--- config.mk ---
export PLATFORM = sky130hd
export DESIGN_NAME = n4_b2_mul_seq
export DESIGN_NICKNAME = d
export VERILOG_FILES = /design/src/rtl/n4_b2_mul_seq_pkg.sv /design/src/rtl/n4_b2_adder_i.sv /design/src/rtl/n4_b2_mul_seq.sv
export SDC_FILE = /design/constraint.sdc
export NUM_CORES = 1
export LEC_CHECK = 0
export ABC_AREA = 1
export CAP_MARGIN = 20
export CORE_MARGIN = 10
export CORE_UTILIZATION = 50
export CTS_CLUSTER_SIZE = 24
export DETAILED_ROUTE_END_ITERATION = 16
export PLACE_DENSITY = 0.88
export SLEW_MARGIN = 20
export SYNTH_ARGS = -nofsm -noshare
export SYNTH_HDL_FRONTEND = slang
export SYNTH_SLANG_ARGS = --single-unit
--- constraint.sdc ---
create_clock -name clock -period 6.6 [get_ports clock]
set_clock_uncertainty 0.2 [all_clocks]
set_input_delay 1.32 -clock clock [delete_from_list [all_inputs] [get_ports clock]]
set_output_delay 1.32 -clock clock [all_outputs]
set_load 0.01 [all_outputs]
--- src/rtl/n4_b2_mul_seq_pkg.sv ---
// ---------------------------------------------------------------------------
// n4_b2_mul_seq_pkg
// Shared definitions for the sequential 4x4 shift-and-add multiplier and the
// 4-digit ripple adder it drives.
//   N         : operand width in digits (fixed at 4, matches the adder)
//   STEP_LAST : value of the step counter on the final RUN step (N-1)
//   state_t   : controller state codes IDLE=0, RUN=1, DONE=2
// Optional feature macro used by the multiplier top: N4_MUL_OVF_EN
// ---------------------------------------------------------------------------
package n4_b2_mul_seq_pkg;

  localparam int N = 4;
  localparam logic [2:0] STEP_LAST = 3'(N - 1);

  typedef enum logic [1:0] {
    IDLE = 2'd0,
    RUN  = 2'd1,
    DONE = 2'd2
  } state_t;

endpackage

--- src/rtl/n4_b2_adder_i.sv ---
// ---------------------------------------------------------------------------
// n4_b2_adder_i
// 4-digit base-2 ripple-carry adder.
// Ports:
//   x3_x0  in  4  first operand
//   y3_y0  in  4  second operand
//   cin    in  1  carry in
//   s3_s0  out 4  sum digits
//   cout   out 1  carry out of the top digit
//   ow     out 1  two's-complement overflow (carry into MSB xor carry out)
// ---------------------------------------------------------------------------
module n4_b2_adder_i
  import n4_b2_mul_seq_pkg::*;
(
  input  logic [N-1:0] x3_x0,
  input  logic [N-1:0] y3_y0,
  input  logic         cin,
  output logic [N-1:0] s3_s0,
  output logic         cout,
  output logic         ow
);

  logic [N:0] carry;

  // Ripple the carry digit by digit; carry[i] is the carry into digit i.
  always_comb begin
    carry    = '0;
    s3_s0    = '0;
    carry[0] = cin;
    for (int i = 0; i < N; i++) begin
      s3_s0[i]   = x3_x0[i] ^ y3_y0[i] ^ carry[i];
      carry[i+1] = (x3_x0[i] & y3_y0[i]) | (carry[i] & (x3_x0[i] ^ y3_y0[i]));
    end
  end

  assign cout = carry[N];
  assign ow   = carry[N] ^ carry[N-1];

endmodule

--- src/rtl/n4_b2_mul_seq.sv ---
// ---------------------------------------------------------------------------
// n4_b2_mul_seq
// Sequential 4x4 unsigned base-2 multiplier, shift-and-add method. One RUN
// step per cycle for N cycles; each step adds the multiplicand (gated by the
// current multiplier LSB) to the high accumulator through a single
// n4_b2_adder_i, then shifts {cout, sum, Q} right by one.
// Ports:
//   clock   in  1  rising-edge clock
//   reset_  in  1  synchronous active-low reset
//   start   in  1  request, accepted only in IDLE
//   x3_x0   in  4  multiplicand, captured on accepted start
//   y3_y0   in  4  multiplier, captured on accepted start
//   busy    out 1  high while in RUN
//   done    out 1  one-cycle pulse in DONE, product valid
//   p7_p0   out 8  product {A,Q}, held until the next accepted start
//   ow      out 1  only with N4_MUL_OVF_EN: product does not fit in 4 digits
// Optional feature macro: N4_MUL_OVF_EN
// ---------------------------------------------------------------------------
module n4_b2_mul_seq
  import n4_b2_mul_seq_pkg::*;
(
  input  logic         clock,
  input  logic         reset_,
  input  logic         start,
  input  logic [N-1:0] x3_x0,
  input  logic [N-1:0] y3_y0,
  output logic         busy,
  output logic         done,
  output logic [7:0]   p7_p0
`ifdef N4_MUL_OVF_EN
  ,
  output logic         ow
`endif
);

  state_t       state;
  logic [N-1:0] mcand;
  logic [N-1:0] acc;
  logic [N-1:0] mplier;
  logic [2:0]   cnt;

  logic [N-1:0] add_y;
  logic [N-1:0] sum;
  logic         sum_cout;
  logic         adder_ow_unused;

  // Partial product: the multiplicand when the current multiplier bit is set.
  assign add_y = mplier[0] ? mcand : '0;

  n4_b2_adder_i u_adder (
    .x3_x0 (acc),
    .y3_y0 (add_y),
    .cin   (1'b0),
    .s3_s0 (sum),
    .cout  (sum_cout),
    .ow    (adder_ow_unused)
  );

  // The adder carry shifts straight into the accumulator MSB, so it is never
  // lost and needs no separate holding register.
  always_ff @(posedge clock) begin
    if (!reset_) begin
      state  <= IDLE;
      mcand  <= '0;
      acc    <= '0;
      mplier <= '0;
      cnt    <= '0;
    end else begin
      case (state)
        IDLE: begin
          if (start) begin
            mcand  <= x3_x0;
            mplier <= y3_y0;
            acc    <= '0;
            cnt    <= '0;
            state  <= RUN;
          end
        end
        RUN: begin
          acc    <= {sum_cout, sum[N-1:1]};
          mplier <= {sum[0], mplier[N-1:1]};
          cnt    <= cnt + 3'd1;
          if (cnt == STEP_LAST) begin
            state <= DONE;
          end
        end
        DONE: begin
          state <= IDLE;
        end
        default: begin
          state <= IDLE;
        end
      endcase
    end
  end

  assign busy  = (state == RUN);
  assign done  = (state == DONE);
  assign p7_p0 = {acc, mplier};

`ifdef N4_MUL_OVF_EN
  assign ow = |acc;
`endif

endmodule

==> impl_metrics.json, run 1 <==
{
  "die_h_microns": 60.9,
  "final_nets": 154,
  "syn_avg_cell_area_sq_um": 7.27,
  "finalWirelength_mm": 1.85,
  "cts_made_buffers": 3,
  "start_util_pct": 54.2,
  "rsz0062_at_grt": "false",
  "worst-path-buf-inv": 2,
  "antenna_found_initial": 0,
  "maxSlewHeadroom_pct": 70.6,
  "cts_tree": "done",
  "finalWeightedCongestion": 0.885,
  "cts.clk_slew.worst_paths_ns": 0.09,
  "grt_max_degree": 16,
  "htreeDepth": 1,
  "max_freq_ghz": 0.314,
  "drt_iter0_markers": 10,
  "pwr-share-clk_pct": 27.0,
  "die_x_microns": 60.9,
  "synth-seq-area-share_pct": 40.7,
  "post-route-period-util_pct": 48.3,
  "routed_via_density": 5.05,
  "p_sw_share_pct": 27.2,
  "syn-num-nets": 132,
  "grt_overflow_total": 0,
  "clock_latency_ns": 0.29,
  "peakVddDrop_mv": 0.156,
  "cts.sink_count": 17,
  "cp_max_fo": 8,
  "stdcell_count": 152,
  "intPower_mw": 0.150,
  "p_per_area_nw_per_um2": 195,
  "grt_first_pass_wirelength_mm": 3.00,
  "std_cell_rows": 14,
  "hold_path.class": "flop to flop",
  "worst_pin_slew_ns": 0.439,
  "ys.warnings.count": 0,
  "slowest_stage": "clkdlybuf4s50_1",
  "final_cell_mix": "nand2_1 (31), nor2_1 (21), clkdlybuf4s50_1 (20)",
  "combPwrFrac_pct": 17.6,
  "synth_seq_cells": 17,
  "status": "finished, final reports clean",
  "drc": 0,
  "grt_pass1_vias": 700,
  "portBuffers": 20,
  "endpoint_kind": "output pin",
  "nFillCells": 120,
  "critPathRequiredTime_ns": 5.08,
  "p_leak_nw": 0.484,
  "place_hpwl_mm": 1.45,
  "layout_commonest_cell": "nand2_1",
  "cts-root-buf": "clkbuf_4",
  "placedCellCount": 148,
  "ctsHoldBuffers": 0,
  "cts_setup_buffers": 0,
  "critPathKind": "flop to output pin",
  "slew_violations": 0,
  "synthDistinctLibCells": 14,
  "drive_gt1_share_pct": 5.15,
  "syn_area_sq_um": 836,
  "core_sq_um": 1540,
  "area_growth_pct": 26.3,
  "cts_resized": 0,
  "firstDrtPassIters": 4,
  "vias": 767,
  "max_stage_delay_ns": 0.56,
  "die_area_sq_um": 3710,
  "antenna_left": 0,
  "cap_violations": 0,
  "finalSetupViolations": 0,
  "netlist_instances": 115,
  "grt.total_usage_pct": 10.3,
  "cp_top_family": "buffers and inverters",
  "setup_tns_ns": 0,
  "p_seq_share_pct": 55.4,
  "wire_per_inst_microns": 12.2,
  "finalCriticalPeriod_ns": 3.19,
  "ctsLongestPathBuffers": 2,
  "io_pins": 21,
  "crit_path_start_kind": "flop",
  "worstPathCellList": "nand2_2 -> inv_2 -> clkdlybuf4s50_1",
  "p_sw_mw": 0.0559,
  "num_antenna_cells": 0,
  "cp.arrival_ns": 1.67,
  "report.final.hold_viol_count": 0,
  "r2r_slack_ns": 4.33
}
cells in the mapped netlist:
library cell  count  area share (%)
nand2_2           1            0.75
nor2_1           21             9.4
buf_6             2             2.7
dfxtp_1          17              41
a21oi_1           5             3.0
o21ai_4           1             1.9
clkbuf_1          1            0.45
inv_2             2            0.90
o21ai_0           7             4.2
inv_1            15             6.7
fa_1              3             7.2
nand2_1          31              14
ha_1              3             4.5
nand3_1           6             3.6
metrics by stage:
stage / utilization [%] / hold slack [ns] / setup WS (ns) / instance area (sq um) / power (mW)
finish: 68.5 / 0.280 / 3.41 / 1060 / 0.206
global route: 68.5 / 0.304 / 3.30 / 1060 / 0.219
CTS: 68.5 / 0.289 / 3.41 / 1060 / 0.207
detailed placement: 66.8 / 0.275 / 3.74 / 1030 / 0.153
global placement: 66.8 / 0.253 / 3.78 / 1030 / 0.151
floorplan: - / 0.243 / 4.45 / 836 / 0.137
area by class of cell:
cell class	count	area, sq um	share of cell area (%)
Multi-Input combinational cell	78	405	38.4
Inverter	17	63.8	6.04
Sequential cell	17	340	32.2
Timing Repair Buffer	20	200	19.0
Clock buffer	4	26.3	2.49
Tap cell	16	20.0	1.90
registers in the layout, indices dropped and copies added (netlist names):
signal / count
cnt: 3
mcand: 4
state: 2
acc: 4
mplier: 4
power groups by stage:
stage	clock [mW]	sequential (mW)	combinational [mW]
global placement	0	0.116	0.0354
finish	0.0555	0.114	0.0362
global route	0.0632	0.115	0.0407
CTS	0.0564	0.114	0.0367
floorplan	0	0.116	0.0219
detailed placement	0	0.116	0.0365
final timing paths:
check / end / cells past startpoint / start
worst min register to register: cnt[1] / 2 / cnt[1]
worst min-delay path: cnt[1] / 2 / cnt[1]
worst max register to register: acc[2] / 10 / mplier[0]
worst max-delay path: busy / 3 / state[0]
kinds of logic after synthesis:
logic type,count (synthesis),share of synthesized area (%)
AND/OR/NAND/NOR,59,27.7
buffers and inverters,20,10.8
flip-flops,17,40.7
AO/OA/AOI/OAI,13,9.13
adder cells (fa/ha/maj),6,11.7
routing by layer:
metal | GRT usage [%] | vias up | wire [microns]
met5 | 0 | - | 0
met4 | 4.08 | 0 | 14
met3 | 5.01 | 2 | 154
met2 | 17.3 | 23 | 886
met1 | 10.9 | 349 | 793
li1 | - | 393 | -
worst min-delay path, cell delays in order, from the launching register on:
cell and delay (ns):
dfxtp_1 0.33, nand2_1 0.06, a21oi_1 0.05
(Power assumes the default switching activity.)
==> run 2, diff against run 1 <==
--- a/config.mk
+++ b/config.mk
@@ -8,10 +8,10 @@
 export ABC_AREA = 1
 export CAP_MARGIN = 20
 export CORE_MARGIN = 10
-export CORE_UTILIZATION = 50
+export CORE_UTILIZATION = 42
 export CTS_CLUSTER_SIZE = 24
 export DETAILED_ROUTE_END_ITERATION = 16
-export PLACE_DENSITY = 0.88
+export PLACE_DENSITY = 0.8
 export SLEW_MARGIN = 20
 export SYNTH_ARGS = -nofsm -noshare
 export SYNTH_HDL_FRONTEND = slang
==> constraint.sdc (replaced) <==
create_clock -name clock -period 2.58 [get_ports clock]
set_clock_uncertainty 0.2 [all_clocks]
set_input_delay 0.516 -clock clock [delete_from_list [all_inputs] [get_ports clock]]
set_output_delay 0.516 -clock clock [all_outputs]
set_load 0.01 [all_outputs]
==> run 2 against run 1 <==
- final area is 1.3% higher
- global-route usage is 0.84 points lower
- critical endpoint unchanged
- largest cell class unchanged
- sequential share of layout area decreased by 0.41 points
- clock power grew to 2.5 times the previous value
- critical path depth stayed put
- via count shrank 4.6%
- total power rose to 2.5 times the previous value
==> impl_metrics.json, run 2 (same netlist as run 1, synthesis figures left out) <==
{
  "status": "finished, final reports clean",
  "cts.clk_slew.worst_paths_ns": 0.10,
  "finalWirelength_mm": 1.84,
  "portBuffers": 20,
  "finalSetupViolations": 0,
  "cts_tree": "done",
  "nFillCells": 185,
  "r2r_end": "acc[2]",
  "fin_util_pct": 55.7,
  "finalCriticalPeriod_ns": 2.40,
  "wire_per_inst_microns": 11.3,
  "holdPathEnd": "cnt[1]",
  "whs_path_depth": 2,
  "cp.arrival_ns": 1.69,
  "htreeDepth": 1,
  "seqCellArea_sq_um": 340,
  "min_from": "cnt[1]",
  "vias": 732,
  "cts-root-buf": "clkbuf_4",
  "drc": 0,
  "grt_max_degree": 16,
  "grt_pass1_vias": 766,
  "drt_iter0_markers": 45,
  "clock_latency_ns": 0.28,
  "post-route-period-util_pct": 93.1,
  "finalWeightedCongestion": 0.761,
  "start_util_pct": 43.5,
  "p_per_area_nw_per_um2": 489,
  "placedCellCount": 159,
  "worstReg2RegStart": "mplier[0]",
  "routed_via_density": 4.49,
  "layout_commonest_cell": "nand2_1",
  "core_sq_um": 1920,
  "std_cell_rows": 16,
  "slew_violations": 0,
  "stdcell_count": 163,
  "place_hpwl_mm": 1.44,
  "max_freq_ghz": 0.416,
  "die_x_microns": 64.6,
  "p_leak_nw": 0.484,
  "ctsHoldBuffers": 0,
  "die_h_microns": 64.6,
  "grt_first_pass_wirelength_mm": 3.36,
  "setup_tns_ns": 0,
  "hold_path.class": "flop to flop",
  "ctsLongestPathBuffers": 2,
  "worst_pin_slew_ns": 0.412,
  "final_cell_mix": "nand2_1 (31), nor2_1 (21), clkdlybuf4s50_1 (20)",
  "firstDrtPassIters": 4,
  "multi_input_area_sq_um": 405,
  "finalWorstSetupSlack_ns": 0.177,
  "cts_made_buffers": 3,
  "cts_resized": 0,
  "num_antenna_cells": 0,
  "grt.total_usage_pct": 9.51,
  "grt_overflow_total": 0,
  "rsz0062_at_grt": "false",
  "dp_slack_ns": 0.351,
  "die_area_sq_um": 4170,
  "report.final.hold_viol_count": 0,
  "crit_path_start_kind": "flop",
  "cts_setup_buffers": 0,
  "largestRegisters": "acc: 4 flops, mcand: 4 flops, mplier: 4 flops",
  "cp_max_fo": 8,
  "critPathKind": "flop to output pin",
  "cts.sink_count": 17,
  "drive_gt1_share_pct": 5.15,
  "r2r_slack_ns": 0.34,
  "antenna_left": 0,
  "startpoint": "state[0]",
  "io_pins": 21,
  "cap_violations": 0,
  "antenna_found_initial": 0,
  "critPathRequiredTime_ns": 1.86,
  "endpoint_kind": "output pin",
  "reg2reg_depth": 10,
  "area_growth_pct": 28.0,
  "peakVddDrop_mv": 0.255,
  "maxSlewHeadroom_pct": 72.5,
  "final_nets": 154
}
## run 2: per-stage QoR
| stage | area [sq um] | hold WS (ns) | power (mW) |
|---|---|---|---|
| after CTS | 1070 | 0.280 | 0.530 |
| after global placement | 1040 | 0.253 | 0.388 |
| final | 1070 | 0.270 | 0.523 |
| after detailed placement | 1040 | 0.264 | 0.391 |
| after global routing | 1070 | 0.320 | 0.558 |
| after floorplan | 836 | 0.243 | 0.351 |
## run 2: cell type report
type,instances,area share [%]
clock buffers,4,2.46
inverters,17,5.96
multi-input cells,78,37.9
flip-flops and latches,17,31.8
well taps,27,3.16
repair buffers,20,18.7
## run 2: how the worst max path moves through the flow
stage / to / slack [ns]
global route: busy / 0.09
detailed placement: acc[2] / 0.35
CTS: busy / 0.16
floorplan: acc[2] / 0.43
global placement: acc[2] / 0.44
finish: busy / 0.18
## run 2: power breakdown
part           internal [mW]  switching, mW
sequential             0.278         0.0134
clock                 0.0599         0.0791
combinational         0.0454         0.0474
total                  0.383          0.140
## run 2: metal layers
metal | GRT usage [%] | part of all wire [%] | routed length (microns)
met5 | 0 | 0 | 0
met4 | 2.41 | 0 | 0
met3 | 4.30 | 8.4 | 154
met2 | 15.8 | 45 | 835
met1 | 10.9 | 46 | 847
## run 2: worst max-delay path, stage by stage (launching register included)
cell,delay (ns)
dfxtp_1,0.53
nand2_2,0.16
inv_2,0.16
clkdlybuf4s50_1,0.56
==> run 3, diff against run 2 <==
--- a/config.mk
+++ b/config.mk
@@ -12,7 +12,6 @@
 export CTS_CLUSTER_SIZE = 24
 export DETAILED_ROUTE_END_ITERATION = 16
 export PLACE_DENSITY = 0.8
-export SLEW_MARGIN = 20
 export SYNTH_ARGS = -nofsm -noshare
 export SYNTH_HDL_FRONTEND = slang
 export SYNTH_SLANG_ARGS = --single-unit
==> results of run 3 <==
Final layout, timing and power as in run 2 (identical DEF).
